===== config.mk =====
export PLATFORM = sky130hd
export DESIGN_NAME = module_fifo_recir
export DESIGN_NICKNAME = d
export VERILOG_FILES = /design/src/rtl/module_fifo_recir.sv
export SDC_FILE = /design/constraint.sdc
export NUM_CORES = 1
export LEC_CHECK = 0
export ABC_AREA = 1
export BUFFER_PORTS_ARGS = -buffer_cell sky130_fd_sc_hd__buf_2
export CAP_MARGIN = 20
export CORE_MARGIN = 4
export CORE_UTILIZATION = 55
export DETAILED_ROUTE_END_ITERATION = 8
export GPL_TIMING_DRIVEN = 0
export HOLD_SLACK_MARGIN = 0.06
export PLACE_DENSITY = 0.74
export REMOVE_ABC_BUFFERS = 1
export SETUP_SLACK_MARGIN = 0.02
export SLEW_MARGIN = 20
export SYNTH_ARGS = -nofsm -noshare
export SYNTH_HDL_FRONTEND = slang
export SYNTH_SLANG_ARGS = --single-unit

===== constraint.sdc =====
create_clock -name clk_Fifo -period 4.1 [get_ports clk_Fifo]
set_input_delay 0.205 -clock clk_Fifo [delete_from_list [all_inputs] [get_ports clk_Fifo]]
set_output_delay 0.205 -clock clk_Fifo [all_outputs]
set_load 0.1 [all_outputs]

===== src/rtl/module_fifo_recir.sv =====
// ----------------------------------------------------------------------------
// module_fifo_recir
//
// Synchronous FIFO sitting directly behind the recirculation stage. It stores
// the words forwarded on the normal (non-return) path and hands them to the
// next stage on request. The almost-full flag goes back upstream as a pause
// request, so traffic can be diverted to the return path before words are
// lost.
//
// Ports:
//   clk_Fifo           in   single clock, all state changes on rising edge
//   reset_L            in   synchronous active-low reset
//   valid_in_Fifo      in   push request, qualifies data_in_Fifo
//   data_in_Fifo       in   word to store
//   pop_Fifo           in   read request from downstream
//   data_out_Fifo      out  registered read data
//   valid_out_Fifo     out  data_out_Fifo holds a word popped on the last edge
//   empty_Fifo         out  count == 0
//   full_Fifo          out  count == depth
//   almost_full_Fifo   out  count >= ALMOST_FULL (upstream pause)
//   almost_empty_Fifo  out  count <= ALMOST_EMPTY
//   error_Fifo         out  sticky overflow indicator, cleared only by reset
//   count_Fifo         out  current occupancy (0..depth)
// ----------------------------------------------------------------------------
module module_fifo_recir #(
    parameter int DATA_WIDTH   = 32,
    parameter int ADDR_WIDTH   = 3,
    parameter int ALMOST_FULL  = 6,
    parameter int ALMOST_EMPTY = 1
) (
    input  logic                  clk_Fifo,
    input  logic                  reset_L,
    input  logic                  valid_in_Fifo,
    input  logic [DATA_WIDTH-1:0] data_in_Fifo,
    input  logic                  pop_Fifo,
    output logic [DATA_WIDTH-1:0] data_out_Fifo,
    output logic                  valid_out_Fifo,
    output logic                  empty_Fifo,
    output logic                  full_Fifo,
    output logic                  almost_full_Fifo,
    output logic                  almost_empty_Fifo,
    output logic                  error_Fifo,
    output logic [ADDR_WIDTH:0]   count_Fifo
);

    localparam int DEPTH = 2 ** ADDR_WIDTH;

    localparam logic [ADDR_WIDTH:0]   CNT_DEPTH = (ADDR_WIDTH+1)'(DEPTH);
    localparam logic [ADDR_WIDTH:0]   CNT_AF    = (ADDR_WIDTH+1)'(ALMOST_FULL);
    localparam logic [ADDR_WIDTH:0]   CNT_AE    = (ADDR_WIDTH+1)'(ALMOST_EMPTY);
    localparam logic [ADDR_WIDTH:0]   CNT_ONE   = (ADDR_WIDTH+1)'(1);
    localparam logic [ADDR_WIDTH-1:0] PTR_ONE   = ADDR_WIDTH'(1);

    logic [DATA_WIDTH-1:0] mem [DEPTH];

    logic [ADDR_WIDTH-1:0] wr_ptr_q, wr_ptr_d;
    logic [ADDR_WIDTH-1:0] rd_ptr_q, rd_ptr_d;
    logic [ADDR_WIDTH:0]   count_q,  count_d;
    logic [DATA_WIDTH-1:0] dout_q,   dout_d;
    logic                  vout_q,   vout_d;
    logic                  err_q,    err_d;

    logic push_ok;
    logic pop_ok;

    // Flags decode only the registered count, so no input reaches an output
    // combinationally.
    assign empty_Fifo        = (count_q == '0);
    assign full_Fifo         = (count_q == CNT_DEPTH);
    assign almost_full_Fifo  = (count_q >= CNT_AF);
    assign almost_empty_Fifo = (count_q <= CNT_AE);

    // A push while full is dropped even if a pop frees a slot on the same
    // edge; a pop while empty is ignored even if a push arrives with it.
    assign push_ok = valid_in_Fifo & ~full_Fifo;
    assign pop_ok  = pop_Fifo & ~empty_Fifo;

    always_comb begin
        wr_ptr_d = wr_ptr_q;
        rd_ptr_d = rd_ptr_q;
        count_d  = count_q;
        dout_d   = dout_q;
        vout_d   = 1'b0;
        err_d    = err_q;

        if (push_ok) begin
            wr_ptr_d = wr_ptr_q + PTR_ONE;
        end
        if (valid_in_Fifo && full_Fifo) begin
            err_d = 1'b1;
        end
        if (pop_ok) begin
            dout_d   = mem[rd_ptr_q];
            rd_ptr_d = rd_ptr_q + PTR_ONE;
            vout_d   = 1'b1;
        end

        case ({push_ok, pop_ok})
            2'b10:   count_d = count_q + CNT_ONE;
            2'b01:   count_d = count_q - CNT_ONE;
            default: count_d = count_q;
        endcase
    end

    always_ff @(posedge clk_Fifo) begin
        if (!reset_L) begin
            wr_ptr_q <= '0;
            rd_ptr_q <= '0;
            count_q  <= '0;
            dout_q   <= '0;
            vout_q   <= 1'b0;
            err_q    <= 1'b0;
        end else begin
            wr_ptr_q <= wr_ptr_d;
            rd_ptr_q <= rd_ptr_d;
            count_q  <= count_d;
            dout_q   <= dout_d;
            vout_q   <= vout_d;
            err_q    <= err_d;
        end
    end

    // Storage array is not cleared on reset; the pointers make stale words
    // unreachable.
    always_ff @(posedge clk_Fifo) begin
        if (reset_L && push_ok) begin
            mem[wr_ptr_q] <= data_in_Fifo;
        end
    end

    assign data_out_Fifo  = dout_q;
    assign valid_out_Fifo = vout_q;
    assign error_Fifo     = err_q;
    assign count_Fifo     = count_q;

endmodule


-- Word level (Yosys, flattened, before mapping)
Memory sizes are Yosys's and may differ from the RTL's. A register that Yosys moved wholly into a read port is not among the register bits.
Index checks and enable logic that the tools add are counted.
- add/sub/neg operators: 4
- $lt $le $gt $ge: 2
- equal/unequal tests: 3
- mux-type cells: 4
- bitwise operators: 4
- reduce and logical (&&, ||, !) cells: 5
- operator list (operator ; number):
    $pmux 4 s2 ; 1
    $add 3x1->3 const B ; 2
    $add 4x1->4 const B ; 1
    $eq 4x4->1 const B ; 1
    $ge 4x3->1 const B ; 1
    $le 4x1->1 const B ; 1
    $logic_not 4->1 ; 1
    $sub 4x1->4 const B ; 1
    $mux 1 ; 3
    $and 1x1->1 ; 2
    $eq 2x1->1 const B ; 1
    $eq 2x2->1 const B ; 1
    $logic_and 1x1->1 ; 2
    $not 1->1 ; 2
    $reduce_bool 2->1 ; 1
    $logic_not 1->1 ; 1
- flip-flop bits (word level): 12
- RAM bits: 256
- input bits: 36
- output and inout bits: 42
- word-level logic and storage cells: 28
- memories kept: 1
- memory list (memory ; depth ; width ; rd ports ; clocked after Yosys merged registers in ; wr ports ; line ; text):
    mem ; 8 ; 32 ; 1 ; 1 ; 1 ; 54 ; logic [DATA_WIDTH-1:0] mem [DEPTH];

-- Depth between registers and ports, before layout
Gate-level depths: netlist of the first run.
- depth after elaboration: 6
- mapped depth: 13

-- Least setup slack after synthesis of the first run
OpenSTA, ideal clock, no wires.
- path type: register -> register
- start point: reg count_q[0], in the netlist count_Fifo[0]
- end point: mem mem[0][0], enable pin
- library setup time: 0.461 ns
- arrival: 4.133 ns
- path slack: -0.494 ns
- stages on the path, launching flop included: 8
- path buffers: 0
- period minus slack after synthesis: 4.594 ns
- cells stage by stage: dfxtp_1 inv_1 ha_1 nand3_1 nand2_1 inv_1 nand2_1 nor3_1
- longest elaborated chain between the ends: 6
- ends and longest elaborated chain (element ; line ; text):
    start, declared ; 58 ; logic [ADDR_WIDTH:0] count_q, count_d;
    start signal, assigned ; 116 ; count_q <= count_d;
    $eq 4x4->1 ; 69 ; assign full_Fifo = (count_q == CNT_DEPTH);
    $not 1->1 ; 75 ; assign push_ok = valid_in_Fifo & ~full_Fifo;
    $and 1x1->1 ; 75 ;
    $logic_and 1x1->1 ; 126 ; if (reset_L && push_ok) begin
    $mux 1 ; 126 ;
    $mux 1 (implied by the code) ; 127 ; mem[wr_ptr_q] <= data_in_Fifo;
    end, declared ; 54 ;
No other way between the ends.

-- Worst setup path in the final report of the first run
- start point: reg count_q[1], in the netlist count_Fifo[1]
- end point: mem mem[2][16], enable pin
Same word-level chain as after synthesis.

==> results of run 1 <==
-- cell type report --
type | instances | share of cell area, %
Multi-Input combinational cell | 611 | 18.8
Tap cell | 285 | 2.41
Inverter | 277 | 7.08
Clock buffer | 48 | 5.80
Sequential cell | 300 | 57.9
Timing Repair Buffer | 140 | 7.66
Clock inverter | 7 | 0.397
Antenna cell | 1 | 0.0169
-- tightest hold or removal path, delay by kind of cell --
family / cells / cell delay, ps
AND/OR/NAND/NOR: 2 / 210
buffers and inverters: 1 / 400
-- what timing repair did --
item	in CTS	in global routing
hold buffers	34	0
endpoints found under the setup margin	0	0
hold endpoints to repair	261	0
resized for setup	0	0
-- through the flow --
step                      setup TNS [ps]  util, %  hold WS, ps  cell area [um^2]  setup slack, ps
after floorplan                   -77550        -          304             12300             -494
after global placement           -457210     57.8          437             13100            -3630
after detailed placement               0     59.9          446             13600             1140
after CTS                              0     65.5          310             14800             1110
after global routing                   0     65.5          377             14800              804
final                                  0     65.5          333             14800             1100
-- state kept, by name, summed over array words and instances (netlist names) --
signal / count
rd_ptr_q: 3
mem: 256
wr_ptr_q: 3
error_Fifo: 1
data_out_Fifo: 32
count_Fifo: 4
valid_out_Fifo: 1
-- worst max-delay path by stage --
stage	start	endpoint	slack [ps]
2_1_floorplan	count_Fifo[0]	mem[0][0]	-490
3_3_place_gp	rd_ptr_q[0]	data_out_Fifo[24]	-3630
3_5_place_dp	count_Fifo[1]	mem[2][23]	1140
4_1_cts	count_Fifo[1]	mem[2][25]	1110
5_1_grt	count_Fifo[1]	count_Fifo[3]	800
6_report	count_Fifo[1]	mem[2][16]	1100
-- cells in the mapped netlist --
cell type / count / area [um^2]
nand3_1: 195 / 976
buf_2: 43 / 215
a21oi_1: 40 / 200
nor2_1: 14 / 52.6
nor3_1: 7 / 35.0
edfxtp_1: 256 / 7690
o21ai_0: 28 / 140
inv_1: 274 / 1030
nand2_4: 1 / 11.3
ha_1: 7 / 87.6
buf_4: 1 / 7.51
clkbuf_1: 13 / 48.8
o21ai_1: 14 / 70.1
nor2_2: 1 / 6.26
inv_2: 2 / 7.51
buf_6: 2 / 22.5
xor2_1: 1 / 8.76
dfxtp_1: 44 / 881
nand4_1: 2 / 12.5
nand2_2: 1 / 6.26
buf_1: 1 / 3.75
clkinv_1: 1 / 3.75
nand2_1: 300 / 1130
-- routing by layer --
layer  wire length, um  part of all wire (%)  global-route usage [%]
met3              1810                   6.8                    3.26
met4               527                   2.0                    5.60
met2             12600                    47                    34.9
met5                 0                     0                       0
met1             11600                    44                    28.0
-- cells by family (layout without fill, tap and decap cells) --
logic type,after synthesis,in the layout,synth area share (%)
and+or+nand+nor,521,521,17.6
buffers and inverters,337,472,10.6
DFF,300,300,67.8
AOI/OAI and AO/OA,82,82,3.25
adders and majority gates,7,7,0.693
xor gates and xnor gates,1,1,0.0693
other,0,1,0
-- report_power, final --
| part | internal (mW) | total [mW] | switching (mW) |
|---|---|---|---|
| sequential | 3.50 | 3.68 | 0.179 |
| clock | 1.49 | 2.54 | 1.05 |
| combinational | 0.633 | 2.81 | 2.18 |
| total | 5.62 | 9.03 | 3.41 |
==> impl_metrics.csv, run 1 <==
group,metric,value,unit
worst_setup_path,cp_cell_sequence,"inv_1 -> ha_1 -> nand3_1 -> nand2_1 -> inv_1 -> nand2_1 -> nor3_2 -> buf_4 -> buf_4",
logic_synthesis,synth.avg_cell_area,10.1,um^2
worst_setup_path,start_kind,"register",
timing,max_freq,333,MHz
global_route,grt_pass1_wl,42300,um
die,die_y,160,um
clock_tree,cts.sinks,300,
timing,min_period,3000,ps
run,cap_violations,0,
worst_setup_path,cp_num_buf_inv,4,
finish,final_cell_mix,"nand2_1 (300), inv_1 (273), edfxtp_1 (256)",
die,coreArea,22600,um^2
route,route.detailed.drc,0,
logic_synthesis,ys_types,23,
clock_tree,clk_pin_slew,60,ps
timing,rsz0062_at_grt,"false",
placement,post-place-cells,1579,
timing,post-route-period-util,73.2,%
clock_tree,cts_setup_buffers,0,
finish,drive_gt1_share,11.6,%
logic_synthesis,syn_area,12600,um^2
placement,gp_congestion,0.756,
global_route,grt_antenna_before_repair,0,
finish,multiInputGateArea,2780,um^2
power_and_ir_drop,p_total,9.03,mW
die,fp.dieW,160,um
clock_tree,htree_levels,1,
die,initial_core_util,55.8,%
worst_setup_path,timing.rr.start,"count_Fifo[1]",
route,vias_per_cell,5.10,
status,outcome,"completed",
worst_setup_path,r2r-end,"mem[2][16]",
route,vias,8516,
global_route,grt_pass1_vias,8178,
worst_setup_path,crit_slowest_cell,"nor3_2",
logic_synthesis,syn_inst,1248,
logic_synthesis,synth-seq-area-share,67.8,%
finish,final_common_cell,"nand2_1",
worst_setup_path,critical_path.max_fanout,8,
timing,setup_viol,0,
worst_setup_path,cp.required,4330,ps
route,drt-wirelength-per-cell,15.9,um
worst_hold_path,hold_path.startpoint,"reset_L",
finish,seqCellArea,8580,um^2
power_and_ir_drop,peakVddDrop,0.552,mV
global_route,grt_use_total,20.6,%
worst_setup_path,cp_num_cells,9,
global_route,grt_max_degree,99,
finish,fin_cells,1669,
global_route,grt_overflow,0,
route,drtIter0Drc,466,
finish,fill_cells,1691,
route,antenna_left,0,
timing,maxSlewViolCount,0,
timing,hold_violations,0,
worst_setup_path,arrival,3240,ps
worst_hold_path,min_path_type,"in2reg",
route,wirelength,26500,um
die,num_rows,55,
finish,layout.nets,1403,
finish,syn_to_final_growth,17.3,%
route,dr.pass1.iters,5,
power_and_ir_drop,p_leak,6.58,nW
worst_setup_path,criticalPathCategory,"reg2reg",
clock_tree,cts_tree,"built",
clock_tree,root_buffer,"clkbuf_16",
worst_setup_path,reg2reg_setup_slack,1100,ps
clock_tree,cts_buffers,30,
clock_tree,clkLatencyLatePin,540,ps
worst_setup_path,critPathMaxStageDelay,680,ps
worst_setup_path,r2r_cells,9,
die,dieArea,25500,um^2
die,io_pins,78,
worst_hold_path,min_path_cells,3,
timing,slew_headroom,38.4,%
timing,tightestPinTransition,922,ps
placement,placement.io_buffers,77,
worst_setup_path,cp_top_family,"simple AND/OR/NAND/NOR gates",
worst_setup_path,endpoint_kind,"register",
logic_synthesis,yosys_register_bits,300,
clock_tree,cts_max_path_buffers,3,
placement,dp_hpwl,15500,um
power_and_ir_drop,pwr_density_cell,609,nW/um^2
logic_synthesis,yosysWarnings,0,
timing,skew,17.9,ps
worst_hold_path,min_to,"rd_ptr_q[2]",
Note: power is estimated with default switching activity, not from simulation.
==> inputs of run 2 (changes only) <==
==> constraint.sdc (replaced) <==
create_clock -name clk_Fifo -period 2.8 [get_ports clk_Fifo]
set_input_delay 0.14 -clock clk_Fifo [delete_from_list [all_inputs] [get_ports clk_Fifo]]
set_output_delay 0.14 -clock clk_Fifo [all_outputs]
set_load 0.1 [all_outputs]
==> run 2 against run 1 <==
  * Hold slack got worse by 70 ps
  * Critical path type unchanged
  * Global-route usage rose by 0.35 points
  * Utilization grew 0.51 points
  * First-iteration DRC count up 23%
  * Critical path depth unchanged
  * Maximum frequency is 18% higher
  * Final cell count is 0.54% higher
  * Setup slack lost 850 ps
  * Routed wire length is 1.4% higher
  * Clock skew grew 1.1 ps
  * Total power up 47%
  * Cell area up 0.78%
==> impl_metrics.csv, run 2 (synthesis gave the netlist of run 1 again) <==
group,metric,value,unit
run,cap_violations,0,
clock_tree,clkLatencyLatePin,540,ps
placement,post-place-cells,1579,
global_route,grt_antenna_before_repair,0,
worst_setup_path,endpoint_kind,"register",
power_and_ir_drop,p_total,13.3,mW
timing,post-route-period-util,91.2,%
timing,min_period,2550,ps
global_route,grt_pass1_vias,8267,
route,route.detailed.drc,0,
die,die_y,160,um
finish,final_common_cell,"nand2_1",
timing,max_freq,392,MHz
finish,fin_cells,1678,
worst_setup_path,criticalPathCategory,"reg2reg",
power_and_ir_drop,p_leak,6.64,nW
power_and_ir_drop,clkPwrFrac,28.1,%
clock_tree,clk_pin_slew,70,ps
timing,tns,0,ps
global_route,grt_use_total,21.0,%
finish,top_register,"mem",
timing,rsz0062_at_grt,"false",
worst_setup_path,critical_path.max_fanout,14,
clock_tree,root_buffer,"clkbuf_16",
power_and_ir_drop,p_sw_share,37.9,%
global_route,grt_overflow,0,
global_route,grt_max_degree,99,
placement,placement.io_buffers,77,
route,wirelength,26900,um
timing,hold_violations,0,
die,initial_core_util,55.8,%
route,antenna_left,0,
timing,timing.hold.ws,263,ps
finish,syn_to_final_growth,18.2,%
power_and_ir_drop,peakVddDrop,0.830,mV
clock_tree,cts_tree,"built",
clock_tree,cts.sinks,300,
worst_setup_path,start_kind,"register",
worst_setup_path,cp.required,3040,ps
worst_setup_path,critPathLaunch,"count_Fifo[1]",
finish,layout.nets,1412,
worst_hold_path,min_path_type,"in2reg",
timing,skew,19.0,ps
placement,gp_congestion,0.756,
die,num_rows,55,
finish,drive_gt1_share,12.5,%
power_and_ir_drop,p_int,8.24,mW
power_and_ir_drop,pwr_density_cell,888,nW/um^2
global_route,grt_pass1_wl,42900,um
placement,dp_hpwl,15500,um
power_and_ir_drop,seqPwrFrac,40.7,%
clock_tree,cts_max_path_buffers,3,
die,dieArea,25500,um^2
timing,maxSlewViolCount,0,
die,io_pins,78,
timing,slew_headroom,38.5,%
worst_setup_path,arrival,2790,ps
clock_tree,htree_levels,1,
route,vias_per_cell,5.09,
die,coreArea,22600,um^2
die,fp.dieW,160,um
status,outcome,"completed",
power_and_ir_drop,p_sw,5.02,mW
clock_tree,cts_buffers,30,
timing,tightestPinTransition,922,ps
timing,setup_viol,0,
route,drt-wirelength-per-cell,16.0,um
worst_hold_path,hold_path.startpoint,"reset_L",
worst_setup_path,timing.rr.start,"count_Fifo[1]",
power_and_ir_drop,combPwrFrac,31.2,%
route,vias,8541,
route,dr.pass1.iters,4,
route,drtIter0Drc,575,
finish,final_cell_mix,"nand2_1 (298), inv_1 (273), edfxtp_1 (256)",
finish,largest_register_ffs,256,
-- run 2: cell types whose count changed in the layout (fill, tap and decap cells not counted), sizes merged --
cell	previous run	this run
clkinv	7	6
buf	106	115
inv	275	276
-- run 2: timing repair --
action,CTS,global route
pin swaps,5,1
endpoints found under the hold margin,261,0
buffers inserted,8,1
gates cloned,0,0
setup endpoints to repair,105,75
gates resized for setup,2,8
hold buffers,34,0
-- run 2: power groups by stage --
stage          registers (mW)  logic, mW  clock network, mW
5_1_grt                  5.43       4.47               3.98
3_5_place_dp             5.48       4.08                  0
6_report                 5.39       4.14               3.73
3_3_place_gp             5.67       3.82                  0
4_1_cts                  5.39       4.15               3.77
2_1_floorplan            6.91       1.67                  0
-- run 2: layer usage --
layer	up-vias	global-route usage [%]	wire length, um
li1	4239	-	-
met1	3950	28.3	11300
met2	305	35.8	13000
met3	47	3.49	2150
met4	0	5.25	479
met5	-	0	0
-- run 2: path summary, 6_finish.rpt --
check	to	slack, ps	depth (start not counted)
worst min register to register	error_Fifo	450	2
worst max-delay path	mem[5][16]	250	9
worst min-delay path	count_Fifo[3]	260	3
worst max register to register	mem[5][16]	250	9
-- run 2: layout make-up --
class / instances / area [um^2]
Fill cell: 1664 / 7700
Clock inverter: 7 / 58.8
Antenna cell: 1 / 2.50
Tap cell: 285 / 357
Sequential cell: 300 / 8580
Clock buffer: 48 / 860
Timing Repair Buffer: 149 / 1220
Multi-Input combinational cell: 611 / 2810
Inverter: 277 / 1050
-- run 2: critical path, stage by stage (launching register included) --
cell and delay [ps]:
dfxtp_2 400, inv_1 100, ha_1 230, nand3_1 120
nand2_2 140, inv_1 140, nand3_1 400, nor2_4 350
buf_16 180, buf_16 160
-- run 2: stage by stage --
stage	instance area, um^2	worst slack, ps	util [%]
floorplan	12300	-1790	-
global placement	13100	-4930	57.8
detailed placement	13600	-159	59.9
CTS	14900	-101	65.8
global route	14900	74.0	66.0
finish	14900	247	66.0
==> inputs of run 3 (changes only) <==
--- a/config.mk
+++ b/config.mk
@@ -10,8 +10,9 @@
 export CAP_MARGIN = 20
 export CORE_MARGIN = 4
 export CORE_UTILIZATION = 55
+export CTS_BUF_LIST = sky130_fd_sc_hd__clkbuf_4
 export DETAILED_ROUTE_END_ITERATION = 8
-export GPL_TIMING_DRIVEN = 0
+export GPL_ROUTABILITY_DRIVEN = 0
 export HOLD_SLACK_MARGIN = 0.06
 export PLACE_DENSITY = 0.74
 export REMOVE_ABC_BUFFERS = 1
==> run 3 against run 2 <==
  * Critical path depth fell by 1
  * Clock skew increased by 17 ps
  * Register-to-register slack better by 120 ps
  * Via count is 2.0% higher
  * Utilization down 1.1 points
  * Routed wire length decreased by 3.4%
  * Total power fell by 1.8%
  * Setup slack better by 120 ps
  * Critical endpoint is now mem[7][9]
  * Highest routed layer unchanged
  * Count of clock-buffer cells in the layout increased by 67
  * Hold slack gained 32 ps
  * Flip-flop and latch count unchanged
  * Cell area decreased by 1.6%
==> impl_metrics.csv, run 3 (synthesis gave the netlist of run 1 again) <==
group,metric,value,unit
power_and_ir_drop,peakVddDrop,0.603,mV
worst_setup_path,arrival,2740,ps
timing,post-route-period-util,86.9,%
route,antenna_left,0,
power_and_ir_drop,p_sw_share,39.2,%
worst_setup_path,cp_top_family,"simple AND/OR/NAND/NOR gates",
die,num_rows,55,
global_route,grt_max_degree,98,
power_and_ir_drop,p_total,13.0,mW
route,route.detailed.drc,0,
worst_setup_path,crit_slowest_cell,"dfxtp_1",
timing,maxSlewViolCount,0,
status,outcome,"completed",
route,vias,8715,
clock_tree,htree_levels,3,
worst_setup_path,cp_num_buf_inv,3,
die,fp.dieW,160,um
worst_setup_path,critical_path.max_fanout,22,
worst_setup_path,criticalPathCategory,"reg2reg",
die,die_y,160,um
power_and_ir_drop,p_int,7.91,mW
finish,final_common_cell,"nand2_1",
finish,syn_to_final_growth,16.3,%
clock_tree,cts.sinks,300,
timing,rsz0062_at_grt,"false",
global_route,grt_use_total,20.4,%
die,io_pins,78,
route,drtIter0Drc,647,
route,vias_per_cell,4.98,
clock_tree,cts_setup_buffers,0,
timing,slew_headroom,26.3,%
global_route,grt_overflow,0,
clock_tree,clkLatencyLatePin,660,ps
finish,stdcell_area,14700,um^2
worst_hold_path,min_path_type,"in2reg",
global_route,grt_pass1_wl,41900,um
worst_setup_path,cp.required,3110,ps
power_and_ir_drop,p_sw,5.11,mW
worst_setup_path,endpoint_kind,"register",
clock_tree,root_buffer,"clkbuf_4",
finish,top_register,"mem",
clock_tree,hold_buffers,35,
die,dieArea,25500,um^2
worst_setup_path,cp_cell_sequence,"inv_1 -> ha_1 -> nand3_1 -> nand2_1 -> inv_1 -> nand3_1 -> nor2_4 -> buf_4",
route,wirelength,26000,um
power_and_ir_drop,combPwrFrac,32.7,%
finish,largest_register_ffs,256,
worst_setup_path,start_kind,"register",
finish,final_cell_mix,"nand2_1 (300), inv_1 (273), edfxtp_1 (256)",
worst_setup_path,critPathMaxStageDelay,450,ps
timing,max_freq,411,MHz
timing,tightestPinTransition,1110,ps
clock_tree,cts_max_path_buffers,3,
run,cap_violations,0,
placement,dp_hpwl,15000,um
clock_tree,clk_pin_slew,70,ps
clock_tree,cts_tree,"built",
finish,layout.nets,1446,
timing,skew,36.1,ps
global_route,grt_pass1_vias,8471,
timing,hold_violations,0,
power_and_ir_drop,seqPwrFrac,40.3,%
route,drt-wirelength-per-cell,14.9,um
clock_tree,ctsResizeCount,0,
finish,drive_gt1_share,16.3,%
timing,min_period,2430,ps
power_and_ir_drop,clkPwrFrac,27.1,%
clock_tree,cts_buffers,75,
route,dr.pass1.iters,4,
die,coreArea,22600,um^2
timing,setup_viol,0,
die,initial_core_util,55.8,%
placement,placement.io_buffers,77,
placement,placed_cell_area,13400,um^2
power_and_ir_drop,p_leak,6.66,nW
global_route,grt_antenna_before_repair,2,
power_and_ir_drop,pwr_density_cell,886,nW/um^2
run 3: layout make-up:
| type | count | area, um^2 |
|---|---|---|
| repair buffers | 138 | 993 |
| well taps | 285 | 357 |
| fillers | 1729 | 7940 |
| diodes | 2 | 5.00 |
| multi-input cells | 611 | 2780 |
| clock buffers | 115 | 863 |
| clock inverters | 21 | 82.6 |
| flip-flops and latches | 300 | 8570 |
| inverters | 277 | 1040 |
run 3: path summary, 6_finish.rpt:
check	start	endpoint	slack (ps)	depth (start not counted)
max	count_Fifo[1]	mem[7][9]	370	8
min	data_in_Fifo[0]	mem[5][0]	300	2
max reg2reg	count_Fifo[1]	mem[7][9]	370	8
min reg2reg	error_Fifo	error_Fifo	450	2
run 3: power groups by stage:
stage | registers, mW | logic, mW | clock network [mW]
after floorplan | 6.91 | 1.67 | 0
after global placement | 5.33 | 4.16 | 0
after detailed placement | 5.34 | 4.23 | 0
after CTS | 5.25 | 4.28 | 3.63
after global routing | 5.28 | 4.60 | 3.90
final | 5.25 | 4.25 | 3.53
run 3: through the flow:
| step | hold slack [ps] | utilization, % | setup slack [ps] | instances | setup TNS (ps) |
|---|---|---|---|---|---|
| final | 296 | 64.9 | 366 | 1749 | 0 |
| after global routing | 244 | 64.9 | 142 | 1749 | 0 |
| after CTS | 231 | 64.9 | 340 | 1747 | 0 |
| after detailed placement | 414 | 59.2 | 383 | 1576 | 0 |
| after global placement | 414 | 59.2 | 517 | 1576 | 0 |
| after floorplan | 239 | - | -1790 | 1188 | -410960 |
run 3: routing by layer:
layer,wire [um],GRT usage (%)
met1,11100,26.6
met2,12700,33.6
met3,1720,5.15
met4,448,6.79
met5,0,0
